[config.mk]
export PLATFORM = sky130hd
export DESIGN_NAME = soc_riscv_apb_slave_mem
export DESIGN_NICKNAME = d
export VERILOG_FILES = /design/src/rtl/peripheral_apb4_verilog_pkg.sv /design/src/rtl/soc_riscv_apb_wait_gen.sv /design/src/rtl/soc_riscv_apb_slave_mem.sv
export SDC_FILE = /design/constraint.sdc
export NUM_CORES = 2
export LEC_CHECK = 0
export CORE_AREA = 2 2 424 426
export CTS_CLUSTER_SIZE = 40
export DETAILED_ROUTE_END_ITERATION = 6
export DIE_AREA = 0 0 426 428
export SYNTH_ARGS = -nofsm -noshare
export SYNTH_HDL_FRONTEND = slang
export SYNTH_SLANG_ARGS = --single-unit
[constraint.sdc]
create_clock -name PCLK -period 3.9 [get_ports PCLK]
set_clock_uncertainty 0.2 [all_clocks]
set_input_delay 0.78 -clock PCLK [delete_from_list [all_inputs] [get_ports PCLK]]
set_output_delay 0.78 -clock PCLK [all_outputs]
set_load 0.005 [all_outputs]
[src/rtl/peripheral_apb4_verilog_pkg.sv]
// Shared definitions for the APB4 slave memory: FSM states, LFSR constants and a log2 helper.
package peripheral_apb4_verilog_pkg;

  typedef enum logic [1:0] {
    StIdle,
    StWait,
    StResp
  } apb_state_e;

  localparam logic [15:0] LfsrSeed = 16'hACE1;
  // x^16 + x^14 + x^13 + x^11 + 1, as bit positions 15, 13, 12, 10
  localparam logic [15:0] LfsrTaps = 16'hB400;

  function automatic int unsigned log2_ceil(input int unsigned value);
    int unsigned result;
    result = 0;
    for (int i = 0; i < 32; i++) begin
      if ((64'd1 << i) < 64'(value)) result = i + 1;
    end
    return result;
  endfunction

endpackage

[src/rtl/soc_riscv_apb_wait_gen.sv]
// Wait-state generator: fixed or LFSR-derived wait count plus the down-counter that paces it.
module soc_riscv_apb_wait_gen
  import peripheral_apb4_verilog_pkg::*;
#(
  parameter int unsigned WAIT_MODE   = 0,
  parameter int unsigned WAIT_STATES = 0
) (
  input  logic       clk_i,
  input  logic       rst_i,
  input  logic       load_i,
  input  logic       clear_i,
  output logic [3:0] n_o,
  output logic       done_o
);

  localparam logic [15:0] Modulus = 16'(WAIT_STATES + 1);

  logic [15:0] lfsr_q, lfsr_d;
  logic [3:0]  cnt_q, cnt_d;

  assign lfsr_d = {lfsr_q[14:0], ^(lfsr_q & LfsrTaps)};
  assign n_o    = (WAIT_MODE == 1) ? 4'(lfsr_q % Modulus) : 4'(WAIT_STATES);
  assign done_o = (cnt_q == 4'd1);

  always_comb begin
    cnt_d = cnt_q;
    if (clear_i) begin
      cnt_d = '0;
    end else if (load_i) begin
      cnt_d = n_o;
    end else if (cnt_q != '0) begin
      cnt_d = cnt_q - 4'd1;
    end
  end

  always_ff @(posedge clk_i or posedge rst_i) begin
    if (rst_i) begin
      cnt_q  <= '0;
      lfsr_q <= LfsrSeed;
    end else begin
      cnt_q <= cnt_d;
      if (load_i) lfsr_q <= lfsr_d;
    end
  end

endmodule

[src/rtl/soc_riscv_apb_slave_mem.sv]
// APB4 slave memory with byte strobes, configurable wait states and PSLVERR on
// out-of-range or secure-region violations.
module soc_riscv_apb_slave_mem
  import peripheral_apb4_verilog_pkg::*;
#(
  parameter int unsigned PADDR_SIZE   = 10,
  parameter int unsigned PDATA_SIZE   = 8,
  parameter int unsigned MEM_DEPTH    = 256,
  parameter int unsigned WAIT_MODE    = 0,
  parameter int unsigned WAIT_STATES  = 0,
  parameter int unsigned SECURE_UPPER = 0
) (
  input  logic                    PCLK,
  input  logic                    PRESET,
  input  logic                    PSEL,
  input  logic                    PENABLE,
  input  logic [2:0]              PPROT,
  input  logic                    PWRITE,
  input  logic [PDATA_SIZE/8-1:0] PSTRB,
  input  logic [PADDR_SIZE-1:0]   PADDR,
  input  logic [PDATA_SIZE-1:0]   PWDATA,
  output logic [PDATA_SIZE-1:0]   PRDATA,
  output logic                    PREADY,
  output logic                    PSLVERR
);

  localparam int unsigned StrbW   = PDATA_SIZE / 8;
  localparam int unsigned AddrLsb = log2_ceil(StrbW);
  localparam int unsigned MemAw   = log2_ceil(MEM_DEPTH);

  apb_state_e state_q, state_d;

  logic [PADDR_SIZE-1:0] idx_q;
  logic                  write_q, err_q;
  logic [StrbW-1:0]      strb_q;
  logic [PDATA_SIZE-1:0] wdata_q;

  logic                  ready_q, slverr_q;
  logic [PDATA_SIZE-1:0] rdata_q;
  logic [PDATA_SIZE-1:0] mem_q [MEM_DEPTH];

  logic [PADDR_SIZE-1:0] bus_idx, cur_idx;
  logic                  bus_err, cur_err, cur_write;
  logic [StrbW-1:0]      cur_strb;
  logic [PDATA_SIZE-1:0] cur_wdata;
  logic [MemAw-1:0]      mem_addr;
  logic                  accept, abort, go_resp, mem_we, wait_done;
  logic [3:0]            wait_n;
  logic                  unused_pprot;

  assign unused_pprot = ^{PPROT[2], PPROT[0]};

  assign bus_idx = PADDR >> AddrLsb;
  assign bus_err = (32'(bus_idx) >= MEM_DEPTH) ||
                   ((SECURE_UPPER != 0) && (32'(bus_idx) >= MEM_DEPTH / 2) && PPROT[1]);

  // A zero-wait transfer completes at its setup edge, before the latches hold it.
  assign cur_idx   = (state_q == StWait) ? idx_q   : bus_idx;
  assign cur_err   = (state_q == StWait) ? err_q   : bus_err;
  assign cur_write = (state_q == StWait) ? write_q : PWRITE;
  assign cur_strb  = (state_q == StWait) ? strb_q  : PSTRB;
  assign cur_wdata = (state_q == StWait) ? wdata_q : PWDATA;
  assign mem_addr  = cur_idx[MemAw-1:0];

  assign accept  = (state_q != StWait) && PSEL && !PENABLE;
  assign abort   = (state_q == StWait) && !PSEL;
  assign go_resp = (accept && (wait_n == 4'd0)) || ((state_q == StWait) && PSEL && wait_done);
  assign mem_we  = go_resp && cur_write && !cur_err && !PRESET;

  soc_riscv_apb_wait_gen #(
    .WAIT_MODE  (WAIT_MODE),
    .WAIT_STATES(WAIT_STATES)
  ) u_wait_gen (
    .clk_i  (PCLK),
    .rst_i  (PRESET),
    .load_i (accept),
    .clear_i(abort),
    .n_o    (wait_n),
    .done_o (wait_done)
  );

  always_comb begin
    state_d = state_q;
    unique case (state_q)
      StIdle, StResp: begin
        if (accept) state_d = (wait_n == 4'd0) ? StResp : StWait;
        else        state_d = StIdle;
      end
      StWait: begin
        if (!PSEL)          state_d = StIdle;
        else if (wait_done) state_d = StResp;
      end
      default: state_d = StIdle;
    endcase
  end

  always_ff @(posedge PCLK or posedge PRESET) begin
    if (PRESET) begin
      state_q <= StIdle;
      idx_q   <= '0;
      write_q <= 1'b0;
      err_q   <= 1'b0;
      strb_q  <= '0;
      wdata_q <= '0;
    end else begin
      state_q <= state_d;
      if (accept) begin
        idx_q   <= bus_idx;
        write_q <= PWRITE;
        err_q   <= bus_err;
        strb_q  <= PSTRB;
        wdata_q <= PWDATA;
      end
    end
  end

  always_ff @(posedge PCLK or posedge PRESET) begin
    if (PRESET) begin
      ready_q  <= 1'b0;
      slverr_q <= 1'b0;
      rdata_q  <= '0;
    end else begin
      ready_q  <= go_resp;
      slverr_q <= go_resp && cur_err;
      if (go_resp && !cur_write) rdata_q <= cur_err ? '0 : mem_q[mem_addr];
    end
  end

  always_ff @(posedge PCLK) begin
    if (mem_we) begin
      for (int i = 0; i < int'(StrbW); i++) begin
        if (cur_strb[i]) mem_q[mem_addr][8*i +: 8] <= cur_wdata[8*i +: 8];
      end
    end
  end

  assign PREADY  = ready_q;
  assign PSLVERR = slverr_q;
  assign PRDATA  = rdata_q;

endmodule

# After elaboration in Yosys (flattened, before gate mapping)
# Memory sizes are Yosys's and may differ from the RTL's.
# Index checks and enable logic that the tools add are counted.
totals:
  ff_bits: 35
  latchBits: 0
  ram_bits: 2048
  rom_bits: 0
  out_inout_bits: 10
  wordCells: 54
  memories: 1
mem_list:
  columns: ["name", "words", "word_bits", "rd", "rd_ports_with_merged_regs", "wr", "line", "source"]
  rows:
  - ["mem_q", 256, 8, 1, 0, 1, "soc_riscv_apb_slave_mem.sv:40", "logic [PDATA_SIZE-1:0] mem_q [MEM_DEPTH];"]
op_classes:
  add_sub_neg: 1
  mul: 0
  div: 0
  magnitude_cmp: 1
  eq_ne: 5
  shifts: 0
  n_mux: 16
  bitwise_logic: 0
  reduce_logical: 20
op_table:
  columns: ["cell", "count"]
  rows:
  - ["8-bit two-way mux", 3]
  - ["4-bit two-way mux", 3]
  - ["10-bit by 9-bit >= comparator with 1-bit output (second input constant)", 1]
  - ["1-bit logical AND", 10]
  - ["1-bit two-way mux", 6]
  - ["2-bit two-way mux", 3]
  - ["1-bit logical NOT", 5]
  - ["4-bit by 1-bit == test with 1-bit output (second input constant)", 1]
  - ["2-bit case mux with 2 select lines", 1]
  - ["4-bit nonzero test", 1]
  - ["4-bit by 1-bit subtractor with 4-bit output (second input constant)", 1]
  - ["3-bit inequality test (second input constant)", 1]
  - ["3-bit nonzero test", 1]
  - ["2-bit by 1-bit == test with 1-bit output (second input constant)", 1]
  - ["2-bit == test (second input constant)", 1]
  - ["2-bit logical NOT", 1]
  - ["2-bit by 1-bit inequality test with 1-bit output (second input constant)", 1]
  - ["2-bit OR reduction", 1]
  - ["1-bit logical OR", 1]

# Longest topological paths before layout
logic_depth:
  ltp_word: 9
  depth_mapped: 12
  mapped_depth_nobuf: 7

# Modules after synthesis
# From an unflattened synthesis, not the netlist that was laid out.
hier_totals:
  cells_unflattened: 4711
  hier_area_um2: 77131.5
modules_own_cells:
  columns: ["mod", "n_inst", "cells_each", "area_each_um2"]
  rows:
  - ["soc_riscv_apb_slave_mem", 1, 4683, 76851.2]
  - ["soc_riscv_apb_wait_gen", 1, 28, 280.3]

# Worst setup path before layout
# OpenSTA, ideal clock, no wires.
synth_timing:
  path_type: "input to register"
  start: "input port PADDR[0]"
  end: "memory mem_q[219][0] (enable)"
  setup_time_ns: 0.370
  t_arrival_ns: 2.855
  path_slack_ns: 0.474
  path_stages: 10
  n_path_buf: 8
  path_cell_list: "buf_6 > buf_4 > buf_4 > buf_6 > buf_4 > buf_4 > buf_2 > nand3_1 > clkbuf_1 > nor2_1"
synth_between:
  elab_chain_len: 7
  word_cells_on_any_way: 8
  cone_classes: "order compare (1); mux (4); reduce/logical (3)"
synth_lines:
  columns: ["element", "line", "source"]
  rows:
  - ["start: declaration", "soc_riscv_apb_slave_mem.sv:20", "input logic [PADDR_SIZE-1:0] PADDR,"]
  - ["10-bit by 9-bit >= comparator with 1-bit output", "soc_riscv_apb_slave_mem.sv:54", "assign bus_err = (32'(bus_idx) >= MEM_DEPTH) ||"]
  - ["1-bit two-way mux", "soc_riscv_apb_slave_mem.sv:59", "assign cur_err = (state_q == StWait) ? err_q : bus_err;"]
  - ["1-bit logical NOT", "soc_riscv_apb_slave_mem.sv:68", "assign mem_we = go_resp && cur_write && !cur_err && !PRESET;"]
  - ["1-bit logical AND (2 in series)", "soc_riscv_apb_slave_mem.sv:68", null]
  - ["1-bit two-way mux", "soc_riscv_apb_slave_mem.sv:130", "if (mem_we) begin"]
  - ["1-bit two-way mux (not written as such)", "soc_riscv_apb_slave_mem.sv:132", "if (cur_strb[i]) mem_q[mem_addr][8*i +: 8] <= cur_wdata[8*i +: 8];"]
  - ["end: declaration", "soc_riscv_apb_slave_mem.sv:40", null]
# Several ways; a longest one is shown, not always the timed one.

# Worst setup path in the final report
layout_timing:
  start: "register rdata_q[5] (netlist: PRDATA[5])"
  end: "output port PRDATA[5]"
layout_rtl:
  columns: ["element", "line", "source"]
  rows:
  - ["start: declaration", "soc_riscv_apb_slave_mem.sv:39", "logic [PDATA_SIZE-1:0] rdata_q;"]
  - ["start signal: assignment", "soc_riscv_apb_slave_mem.sv:125", "if (go_resp && !cur_write) rdata_q <= cur_err ? '0 : mem_q[mem_addr];"]
  - ["end: declaration", "soc_riscv_apb_slave_mem.sv:22", "output logic [PDATA_SIZE-1:0] PRDATA,"]
# No word-level cell between the ends.

==> summary.txt <==
Run status
  – Status: finished, violations left
  – Violated checks: design-rule violations

STA
  – Final Cycle Share: approximately 77%
  – Setup Viol. Count Final: 0
  – Worst slew margin relative to its limit: 36.9%
  – Final period demand of the worst path: 3010 ps
  – Achievable frequency: ~330 MHz
  – Final Hold Viols: 0
  – Post-route worst setup slack: between 800 and 900 ps
  – Setup repair after global routing missed its margin: false
  – Worst Tran Pin Value: 946 ps
  – Total count of max-transition violations in the final report: 0
  – Hold slack: 122 ps

Critical path
  – Setup slack of the most critical reg-to-reg path: around 1100 ps
  – Critical Path Source Type: flip-flop
  – Element type at the critical path end: output pin
  – Worst r2r dst: PRDATA[3]
  – Kind of critical path: flip-flop to output pin
  – Reg2reg path depth: 6
  – Ordered cell list for the critical path: clkdlybuf4s50_1
  – Max incr delay on CP: 600 ps
  – Required @ worst endpoint: about 2900 ps
  – Sum of buffers and inverters on the critical path: 1
  – Max FO, Critical Path: 2
  – Source of the worst register-to-register timing path: mem_q[234][3]
  – WP data arrival: slightly above 2000 ps
  – Largest delay contributor family on the critical path: flip-flops
  – Worst path slowest cell: sky130_fd_sc_hd__dfrtp_1

Global routing
  – Grt ovf: 0
  – All-layer global routing usage: 21.8%
  – Vias in the first global route: around 41000
  – Largest net degree at the start of global routing: 114
  – Wire length of the first global-routing pass: 288000 um
  – Initial antenna violation count: 6

Pwr
  – Leakage component of the power: 30.3 nW
  – Peak supply drop: 429 uV
  – Power density relative to cell area: 487 mW/mm^2

Floorplan
  – Area of the core: 0.178 sq mm
  – Initial Util: roughly 45%
  – Count of pins on the block boundary: 37
  – Chip Width: 426 um
  – Y dimension of the die: 428 um
  – Die footprint: 0.182 sq mm
  – FP Rows: 155

Synth
  – Share of the synthesized area in compound gates (AO/OA/AOI/OAI): approximately 3.1%
  – Post-synth top cells: 2048 x sky130_fd_sc_hd__edfxtp_1, 439 x sky130_fd_sc_hd__mux4_2, 294 x sky130_fd_sc_hd__nor2_1, 199 x sky130_fd_sc_hd__mux2i_1, 137 x sky130_fd_sc_hd__a22oi_1
  – Per-instance average area after synthesis: 20.7 sq um
  – Flip-flop and latch count after synthesis: 2058
  – Top-area cell type share of the netlist area: 77.1%
  – Area share of and/or/nand/nor cells after synthesis: 2.98%
  – Cell count after synthesis: 3846
  – EDFF count, synth: 2048
  – Share of async-settable or async-resettable flops after synthesis: 0.486%
  – Sequential fraction of the synthesis area: 77.4%
  – Netlist cell types: 52
  – Cell taking the most area after synthesis: sky130_fd_sc_hd__edfxtp_1
  – Xor and xnor area share after synthesis: 0%
  – Leading register cell type out of synthesis: sky130_fd_sc_hd__edfxtp_1
  – Multiplexer fraction of the synthesized cell area: 15.0%
  – Nets in the synthesized netlist: 3873
  – Combinational family with the most area after synthesis: multiplexers
  – Cell with the most instances after synthesis: sky130_fd_sc_hd__edfxtp_1
  – Adder-cell share of the synthesized area: 0%
  – Warning count from the yosys run: 0
  – Synth area leaders: sky130_fd_sc_hd__edfxtp_1 77%, sky130_fd_sc_hd__mux4_2 12%, sky130_fd_sc_hd__mux2i_1 2.5%
  – Cell area after synthesis: between 0.07 and 0.08 sq mm

Placement
  – Post-placement cell area: 0.0871 sq mm
  – Last weighted congestion value of the routability-driven placer: between 0.8 and 0.9
  – Buffers added on ports: 33
  – Estimated wirelength of the detail-placed design: 127000 um
  – Number of placed instances with taps included: 6578
  – Setup Slack @ Placement: -9.39 ps

Finish
  – Final net count: 4456
  – Layout overhead on the synthesized area: 17.2%
  – Area taken by multi-input logic gates: 0.0169 sq mm
  – Post-layout instance count excluding filler cells: 6952
  – Sequential cell area: 0.0617 sq mm
  – Non-Filler Cell Area, Final: between 0.09 and 0.1 sq mm
  – FILL cells: 13963
  – Fraction of final layout cells sized beyond drive strength 1: 29.2%

Drt
  – Via count of the routed design: approximately 40000
  – Antenna Violating Nets Remaining: 0
  – Drt initial violations: about 4500
  – WL final: approximately 200000 um
  – Wire length per cell: 28.5 um
  – Drt pass-1 iters: 7
  – Post-detailed-route via-to-cell ratio: 5.81
  – DRC violation count after routing: 1

CTS
  – Skew-Pair Late Insertion Delay: around 850 ps
  – Total setup buffers inserted after CTS: 0
  – Number of clock sinks: 2058
  – Max Buffers Root-to-Sink: 3
  – Clock root cell: sky130_fd_sc_hd__clkbuf_16
  – Clock Pin Slew Worst Setup and Hold Paths: 60 ps
  – Cts bufs inserted: between 200 and 250
  – Post-CTS Hold Buffers: 0
  – TritonCTS clock tree: built
  – Number of gates resized after cts: 0
  – H-tree depth: 4

Run
  – Max-capacitance violation count: 0

Hold path
  – HP Class: primary input to async pin
[where the power goes]
group,switching (mW),internal [mW],total [mW]
Combinational,1.46,0.875,2.33
Clock,8.30,10.6,18.9
Sequential,0.0301,24.3,24.4
Total,9.79,35.8,45.6
[cell families (layout without fill, tap and decap cells)]
group	after synthesis	after routing
flip-flops	2058	2058
multiplexers	646	646
other	0	3
AND/OR/NAND/NOR	555	555
buffers and inverters	238	986
AO/OA/AOI/OAI	349	349
[placed cells by master, fill, tap and decap left out, types with 9 or more instances in the layout]
cell	instances
sky130_fd_sc_hd__o211ai_1	14
sky130_fd_sc_hd__mux4_2	439
sky130_fd_sc_hd__clkdlybuf4s50_1	19
sky130_fd_sc_hd__edfxtp_1	2048
sky130_fd_sc_hd__o2111ai_1	14
sky130_fd_sc_hd__bufinv_16	13
sky130_fd_sc_hd__nor2_1	291
sky130_fd_sc_hd__o22ai_1	31
sky130_fd_sc_hd__clkinv_1	55
sky130_fd_sc_hd__o21ai_0	19
sky130_fd_sc_hd__a22oi_1	137
sky130_fd_sc_hd__nand4_1	18
sky130_fd_sc_hd__clkbuf_1	44
sky130_fd_sc_hd__clkbuf_16	206
sky130_fd_sc_hd__dfrtp_1	10
sky130_fd_sc_hd__a21oi_1	52
sky130_fd_sc_hd__nor3_1	10
sky130_fd_sc_hd__buf_12	58
sky130_fd_sc_hd__nand2_1	108
sky130_fd_sc_hd__buf_4	521
sky130_fd_sc_hd__mux2i_1	199
sky130_fd_sc_hd__a211oi_1	15
sky130_fd_sc_hd__nand2_2	11
sky130_fd_sc_hd__buf_8	10
sky130_fd_sc_hd__nand3_1	67
sky130_fd_sc_hd__clkinv_2	30
sky130_fd_sc_hd__nor2b_1	9
sky130_fd_sc_hd__a31oi_1	10
[through the flow]
step	TNS [ps]	power [mW]	util, %
2_1_floorplan	0	25.9	-
3_3_place_gp	0	27.2	49.0
3_5_place_dp	-9.39	27.2	49.0
4_1_cts	0	45.9	52.6
5_1_grt	0	46.9	52.6
6_report	0	45.6	52.6
[final cells by class]
cell class / instances / area share (%)
Timing Repair Buffer: 612 / 5.82
Sequential cell: 2058 / 66.1
Clock buffer: 250 / 5.69
Inverter: 3 / 0.0120
Clock inverter: 121 / 1.16
Multi-Input combinational cell: 1550 / 18.1
Antenna cell: 3 / 0.00803
Tap cell: 2355 / 3.15
[state kept, by name (all words and copies together) (netlist names)]
signal	cells
mem_q	2048
PRDATA	8
PSLVERR	1
PREADY	1
[metal layers]
| metal | GRT usage [%] | vias up | share of wire, % |
|---|---|---|---|
| met5 | 0 | - | 0 |
| met4 | 7.70 | 0 | 3.4 |
| met3 | 3.47 | 331 | 6.4 |
| met2 | 34.8 | 1428 | 49 |
| met1 | 30.7 | 21446 | 41 |
| li1 | - | 17166 | - |
[how the worst max path moves through the flow]
stage / startpoint / end / slack (ps) / cells after the start
4_1_cts: PRDATA[4] / PRDATA[4] / 830 / 1
3_3_place_gp: PADDR[0] / PRDATA[2] / 50 / 10
3_5_place_dp: PADDR[0] / PRDATA[2] / -9 / 10
6_report: PRDATA[5] / PRDATA[5] / 890 / 1
5_1_grt: PADDR[0] / PRDATA[2] / 730 / 10
2_1_floorplan: PADDR[0] / mem_q[219][0] / 470 / 10
Power figures use the tool's default switching activity.
